<file path="src/rtl/puf_pkg.sv">
// -----------------------------------------------------------------------------
// puf_pkg
//   Shared definitions for the SR-latch PUF sampler:
//     - puf_state_t : controller FSM states
//     - SYNC_DEPTH  : number of synchroniser flops on the latch Q inputs
//     - count_width : bits needed to hold values 0..max_val
// -----------------------------------------------------------------------------
package puf_pkg;

    typedef enum logic [2:0] {
        IDLE    = 3'd0,
        EXCITE  = 3'd1,
        RELEASE = 3'd2,
        SAMPLE  = 3'd3,
        DONE    = 3'd4
    } puf_state_t;

    localparam int SYNC_DEPTH = 2;

    // Width of a counter that must reach max_val; never narrower than 1 bit.
    function automatic int count_width(input int max_val);
        if (max_val < 1) begin
            return 1;
        end else begin
            return $clog2(max_val + 1);
        end
    endfunction

endpackage

</file>
<file path="src/rtl/puf_vote_counter.sv">
// -----------------------------------------------------------------------------
// puf_vote_counter
//   Per-cell vote accumulator. Counts how many trials a latch resolved to 1.
//   majority and unanimous are taken from the count *including* the current
//   cycle's increment, so the controller can register the final verdict on
//   the same edge that records the last sample.
//
//   Ports:
//     clk, rst    clock, asynchronous active-high reset
//     clear       synchronous clear at the start of a response
//     inc_en      sample strobe (one per trial)
//     sample_bit  synchronised latch Q for this cell
//     count       accumulated ones (registered)
//     majority    count > TRIALS/2
//     unanimous   count == 0 or count == TRIALS (PUF_STABILITY_FLAG_EN only)
// -----------------------------------------------------------------------------
module puf_vote_counter
    import puf_pkg::*;
#(
    parameter int TRIALS = 5
) (
    input  logic                            clk,
    input  logic                            rst,
    input  logic                            clear,
    input  logic                            inc_en,
    input  logic                            sample_bit,
    output logic [count_width(TRIALS)-1:0]  count,
    output logic                            majority
`ifdef PUF_STABILITY_FLAG_EN
    ,output logic                           unanimous
`endif
);

    localparam int CW = count_width(TRIALS);

    logic [CW-1:0] count_nxt;

    // Next count: clear wins; at most TRIALS increments per response, so no wrap.
    always_comb begin
        count_nxt = count;
        if (clear) begin
            count_nxt = '0;
        end else if (inc_en && sample_bit) begin
            count_nxt = count + CW'(1);
        end else begin
            count_nxt = count;
        end
    end

    // Vote count register.
    always_ff @(posedge clk or posedge rst) begin
        if (rst) begin
            count <= '0;
        end else begin
            count <= count_nxt;
        end
    end

    assign majority = (count_nxt > CW'(TRIALS / 2));

`ifdef PUF_STABILITY_FLAG_EN
    assign unanimous = (count_nxt == CW'(0)) || (count_nxt == CW'(TRIALS));
`endif

endmodule

</file>
<file path="src/rtl/sr_puf_sampler.sv">
// -----------------------------------------------------------------------------
// sr_puf_sampler
//   Controller for N cross-coupled NAND SR-latch PUF cells. Each trial forces
//   every latch to Q=Qn=1 (S=R=0), releases all S/R lines on one edge, lets the
//   latches settle and then samples the synchronised Q. Each bit is
//   majority-voted over TRIALS trials and presented on a valid/ready port.
//
//   Optional feature macro: PUF_STABILITY_FLAG_EN adds the 'stable' output
//   (per-bit unanimity across all trials, valid with resp_valid).
//
//   Ports:
//     clk, rst    clock, asynchronous active-high reset
//     start       request one response (accepted only in IDLE)
//     busy        high from accept until the response handshake
//     cell_s      S drive to latches (0 forces Q=1)
//     cell_r      R drive to latches (0 forces Qn=1)
//     cell_q      asynchronous latch Q outputs
//     resp        majority-voted response
//     resp_valid  response valid, held until resp_ready
//     resp_ready  consumer accepts resp
//     stable      per-bit unanimity flag (PUF_STABILITY_FLAG_EN only)
// -----------------------------------------------------------------------------
module sr_puf_sampler
    import puf_pkg::*;
#(
    parameter int N          = 4,
    parameter int TRIALS     = 5,
    parameter int RST_CYC    = 2,
    parameter int SETTLE_CYC = 4
) (
    input  logic         clk,
    input  logic         rst,
    input  logic         start,
    output logic         busy,
    output logic [N-1:0] cell_s,
    output logic [N-1:0] cell_r,
    input  logic [N-1:0] cell_q,
    output logic [N-1:0] resp,
    output logic         resp_valid,
    input  logic         resp_ready
`ifdef PUF_STABILITY_FLAG_EN
    ,output logic [N-1:0] stable
`endif
);

    localparam int CW = count_width(TRIALS);
    localparam int TW = count_width(TRIALS);
    localparam int PW = count_width((RST_CYC > SETTLE_CYC) ? RST_CYC : SETTLE_CYC);

    puf_state_t    state;
    puf_state_t    state_nxt;
    logic [PW-1:0] phase_cnt;
    logic [PW-1:0] phase_nxt;
    logic [TW-1:0] trial_cnt;
    logic [TW-1:0] trial_nxt;
    logic          clear_votes;
    logic          inc_votes;
    logic          last_sample;
    logic          handshake;
    logic          drive_sr;
    logic [N-1:0]  sync_q [SYNC_DEPTH];
    logic [N-1:0]  majority_bits;
    logic [CW-1:0] vote_count_unused [N];
`ifdef PUF_STABILITY_FLAG_EN
    logic [N-1:0]  unanimous_bits;
`endif

    // FSM next-state, phase/trial counter and vote strobe decode.
    always_comb begin
        state_nxt   = state;
        phase_nxt   = phase_cnt;
        trial_nxt   = trial_cnt;
        clear_votes = 1'b0;
        inc_votes   = 1'b0;
        last_sample = 1'b0;
        handshake   = 1'b0;
        case (state)
            IDLE: begin
                if (start) begin
                    state_nxt   = EXCITE;
                    phase_nxt   = '0;
                    trial_nxt   = '0;
                    clear_votes = 1'b1;
                end else begin
                    state_nxt = IDLE;
                end
            end
            EXCITE: begin
                if (phase_cnt == PW'(RST_CYC - 1)) begin
                    state_nxt = RELEASE;
                    phase_nxt = '0;
                end else begin
                    phase_nxt = phase_cnt + PW'(1);
                end
            end
            RELEASE: begin
                if (phase_cnt == PW'(SETTLE_CYC - 1)) begin
                    state_nxt = SAMPLE;
                    phase_nxt = '0;
                end else begin
                    phase_nxt = phase_cnt + PW'(1);
                end
            end
            SAMPLE: begin
                inc_votes = 1'b1;
                if (trial_cnt == TW'(TRIALS - 1)) begin
                    state_nxt   = DONE;
                    last_sample = 1'b1;
                end else begin
                    state_nxt = EXCITE;
                    trial_nxt = trial_cnt + TW'(1);
                end
            end
            DONE: begin
                if (resp_valid && resp_ready) begin
                    state_nxt = IDLE;
                    handshake = 1'b1;
                end else begin
                    state_nxt = DONE;
                end
            end
            default: begin
                state_nxt = IDLE;
            end
        endcase
    end

    // S and R are released together and stay high through the sample cycle.
    assign drive_sr = (state_nxt == RELEASE) || (state_nxt == SAMPLE);

    // FSM state, counters and registered control outputs.
    always_ff @(posedge clk or posedge rst) begin
        if (rst) begin
            state      <= IDLE;
            phase_cnt  <= '0;
            trial_cnt  <= '0;
            cell_s     <= '0;
            cell_r     <= '0;
            busy       <= 1'b0;
            resp       <= '0;
            resp_valid <= 1'b0;
        end else begin
            state     <= state_nxt;
            phase_cnt <= phase_nxt;
            trial_cnt <= trial_nxt;
            cell_s    <= {N{drive_sr}};
            cell_r    <= {N{drive_sr}};
            busy      <= (state_nxt != IDLE);
            if (last_sample) begin
                resp       <= majority_bits;
                resp_valid <= 1'b1;
            end else if (handshake) begin
                resp_valid <= 1'b0;
            end else begin
                resp_valid <= resp_valid;
            end
        end
    end

    // Two-flop synchroniser on the asynchronous latch outputs.
    always_ff @(posedge clk or posedge rst) begin
        if (rst) begin
            for (int d = 0; d < SYNC_DEPTH; d++) begin
                sync_q[d] <= '0;
            end
        end else begin
            sync_q[0] <= cell_q;
            for (int d = 1; d < SYNC_DEPTH; d++) begin
                sync_q[d] <= sync_q[d-1];
            end
        end
    end

    for (genvar i = 0; i < N; i++) begin : g_cell
        puf_vote_counter #(
            .TRIALS (TRIALS)
        ) u_vote (
            .clk        (clk),
            .rst        (rst),
            .clear      (clear_votes),
            .inc_en     (inc_votes),
            .sample_bit (sync_q[SYNC_DEPTH-1][i]),
            .count      (vote_count_unused[i]),
            .majority   (majority_bits[i])
`ifdef PUF_STABILITY_FLAG_EN
            ,.unanimous (unanimous_bits[i])
`endif
        );
    end

`ifdef PUF_STABILITY_FLAG_EN
    // Unanimity flags: captured with resp, cleared when the response is taken.
    always_ff @(posedge clk or posedge rst) begin
        if (rst) begin
            stable <= '0;
        end else if (last_sample) begin
            stable <= unanimous_bits;
        end else if (handshake) begin
            stable <= '0;
        end else begin
            stable <= stable;
        end
    end
`endif

endmodule

</file>
<file path="config.mk">
export PLATFORM = sky130hd
export DESIGN_NAME = sr_puf_sampler
export DESIGN_NICKNAME = d
export VERILOG_FILES = /design/src/rtl/puf_pkg.sv /design/src/rtl/puf_vote_counter.sv /design/src/rtl/sr_puf_sampler.sv
export SDC_FILE = /design/constraint.sdc
export NUM_CORES = 1
export LEC_CHECK = 0
export ABC_AREA = 0
export CAP_MARGIN = 10
export CORE_UTILIZATION = 51
export CTS_BUF_LIST = sky130_fd_sc_hd__clkbuf_2
export CTS_CLUSTER_DIAMETER = 80
export DETAILED_ROUTE_END_ITERATION = 10
export PLACE_DENSITY_LB_ADDON = 0.25
export SLEW_MARGIN = 20
export SYNTH_ARGS = -nofsm -noshare
export SYNTH_HDL_FRONTEND = slang
export SYNTH_HIERARCHICAL = 1
export SYNTH_SLANG_ARGS = --single-unit
export TNS_END_PERCENT = 50
</file>
<file path="constraint.sdc">
create_clock -name clk -period 2.1 [get_ports clk]
set_clock_uncertainty 0.05 [all_clocks]
set_input_delay 0.42 -clock clk [delete_from_list [all_inputs] [get_ports clk]]
set_output_delay 0.42 -clock clk [all_outputs]
set_load 0.05 [all_outputs]
</file>
==> results <==
==> cell families (layout without fill, tap and decap cells) <==
logic type / count (synthesis) / in the layout / synth area share [%]
and+or+nand+nor: 55 / 55 / 16.60
DFF: 36 / 36 / 54.09
buffers and inverters: 19 / 45 / 5.860
AOI/OAI and AO/OA: 25 / 25 / 9.016
xor gates and xnor gates: 8 / 8 / 4.208
muxes: 4 / 4 / 2.705
adders and majority gates: 10 / 10 / 7.513
==> per-stage QoR <==
| stage | instances | total power (µW) |
|---|---|---|
| finish | 227 | 2007 |
| CTS | 227 | 2024 |
| global placement | 219 | 1711 |
| floorplan | 157 | 1502 |
| global route | 227 | 2131 |
| detailed placement | 219 | 1742 |
==> path summary, 6_finish.rpt <==
path | end | slack [ps] | cells after the start
min reg2reg | sync_q[1] | 320 | 0
min | g_cell[3].u_vote/count[2] | 290 | 2
max | resp[0] | 70 | 1
max reg2reg | resp[3] | 190 | 7
min in group clk | sync_q[1] | 320 | 0
max in group asynchronous | phase_cnt[1] | 1230 | 3
==> synthesized netlist by cell type, drive strengths merged <==
library cell / instances
nor2b: 3
nand3: 15
o21ai: 6
a31o: 1
nand4b: 4
inv: 11
a21oi: 6
a2bb2oi: 1
xor2: 8
nor2: 13
mux2: 4
o31ai: 1
buf: 7
a31oi: 8
nor3b: 1
nand2: 15
a21o: 2
ha: 10
clkbuf: 1
or3: 2
nor3: 1
dfrtp: 36
nand2b: 1
==> registers in the layout, indices dropped and copies added (netlist names) <==
name and flops:
sync_q 8, cell_r 1, state 3, g_cell.u_vote/count 12
phase_cnt 3, resp 4, trial_cnt 3, busy 1
resp_valid 1
==> layer usage <==
layer / global-route usage, % / vias to the layer above
met5: 0 / -
met4: 8.503 / 0
met3: 6.769 / 6
met2: 31.66 / 36
met1: 24.67 / 591
li1: - / 583
==> timing repair <==
action                     4_1_cts  5_1_grt
gates resized for setup          8        3
pin swaps                        0        0
setup endpoints to repair        8        3
==> cell type report <==
class                           instances  area, µm²
Clock buffer                            7      35.03
Clock inverter                          1      3.754
Fill cell                             268       1115
Inverter                               11      41.29
Multi-Input combinational cell        102      669.4
Sequential cell                        36      900.9
Tap cell                               44      55.05
Timing Repair Buffer                   26      257.7
==> power by group through the flow <==
stage                     Combinational, µW  Sequential (µW)  Clock [µW]
final                                   780              926         301
after global routing                    842              944         345
after CTS                               786              926         311
after detailed placement                801              941           0
after global placement                  780              931           0
after floorplan                         401             1100           0
==> results.json <==
{
  "syn2layout_area_growth_pct": 17.88,
  "timing.final.hold_violations": 0,
  "cts_tree": "yes",
  "fin_crit_ps": 2035,
  "hpwl_um": 2181,
  "finish.net_count": 200,
  "layout-drive-gt1-share_pct": 7.650,
  "yosysWarnings": 6,
  "grt.overflow.total": 0,
  "m1WireLength_um": 1334,
  "fp.coreArea_um2": 3078,
  "num_rows": 20,
  "cp_max_fo": 2,
  "top_layer": "met4",
  "leakage_uw": 0.0009488,
  "cp_cell_sequence": "clkdlybuf4s50_1",
  "crit_arrival_ps": 1560,
  "r2r_start": "state[0]",
  "drt_iter0_markers": 35,
  "drt_pass1_iterations": 4,
  "swShare_pct": 41.06,
  "power.internal_uw": 1183,
  "setup_tns_ps": 0,
  "design_area_um2": 1963,
  "grt_pass1_wl_um": 5030,
  "drt-total-wl_um": 2944,
  "drv_cap": 0,
  "layout_common_cells": "dfrtp_1 (36), nand3_1 (15), nand2_1 (15), nor2_1 (12), inv_1 (11)",
  "fmax_mhz": 491.5,
  "whs_ps": 290.8,
  "postCtsSetupRepairBufs": 0,
  "final_common_cell": "dfrtp_1",
  "drc": 0,
  "power.density_nw_per_um2": 1022,
  "netSwitchingPower_uw": 824.2,
  "cts_root_buf": "clkbuf_2",
  "power_frac_comb_pct": 38.9,
  "yosysSeqAreaShare_pct": 54.09,
  "netlist.top_cell.by_area": "dfrtp_1",
  "path_clk_slew_ps": 170,
  "cts_max_path_buffers": 2,
  "cp_top_family": "buffers and inverters",
  "place_ws_ps": 79.34,
  "clk_latency_ps": 370,
  "grt_max_degree": 20,
  "wl_met3_um": 158,
  "fp.dieW_um": 59.15,
  "diodes": 0,
  "slew_headroom_pct": 65.79,
  "cts_hold_buf": 0,
  "utilization_pct": 63.78,
  "cp_slowest_cell": "clkdlybuf4s50_1",
  "slew_viol_final": 0,
  "synth_cell_types": 24,
  "synth_top_area_share_pct": 54.09,
  "grt_pass1_vias": 1160,
  "antenna_found_initial": 0,
  "io_pins": 22,
  "gp_congestion": 0.7685,
  "dieArea_um2": 3498,
  "synth_seq_cells": 36,
  "routedWlPerCell_um": 12.97,
  "io_buffers": 21,
  "seq_power_share_pct": 46.1,
  "vias": 1216,
  "status": "finished clean",
  "syn_avg_cell_area_um2": 10.61,
  "start_kind": "flip-flop",
  "syn-num-nets": 175,
  "crit_path_end_kind": "output port",
  "htree_num_levels": 2,
  "peakVddDrop_uv": 444.7,
  "viasPerCell": 5.357,
  "finalSetupViolations": 0,
  "initial_core_util_pct": 54.11,
  "drtAntennaViolNets": 0,
  "finalCritPeriodShare_pct": 96.89,
  "yosys-top-cells-area": "dfrtp_1 (54%), ha_1 (7.5%), nand3_1 (4.5%), xor2_1 (4.2%), nand2_1 (3.4%)",
  "min_path_type": "in2async",
  "startpoint": "resp[0]",
  "synth_area_um2": 1665,
  "p_clk_share_pct": 15.0,
  "cts_sinks": 36,
  "die_h_um": 59.15,
  "placed_cell_area_um2": 1927,
  "max_stage_delay_ps": 810,
  "path_class": "reg2out",
  "cts_made_buffers": 5,
  "grt_util_all_layers_pct": 19.86,
  "path_buf_inv": 1,
  "setup_ws_ps": 65.24,
  "crit_required_ps": 1630,
  "wl_met2_um": 1406,
  "worstMarginPinSlew_ps": 515.2,
  "netlist_instances": 157
}
Power figures use the tool's default switching activity.
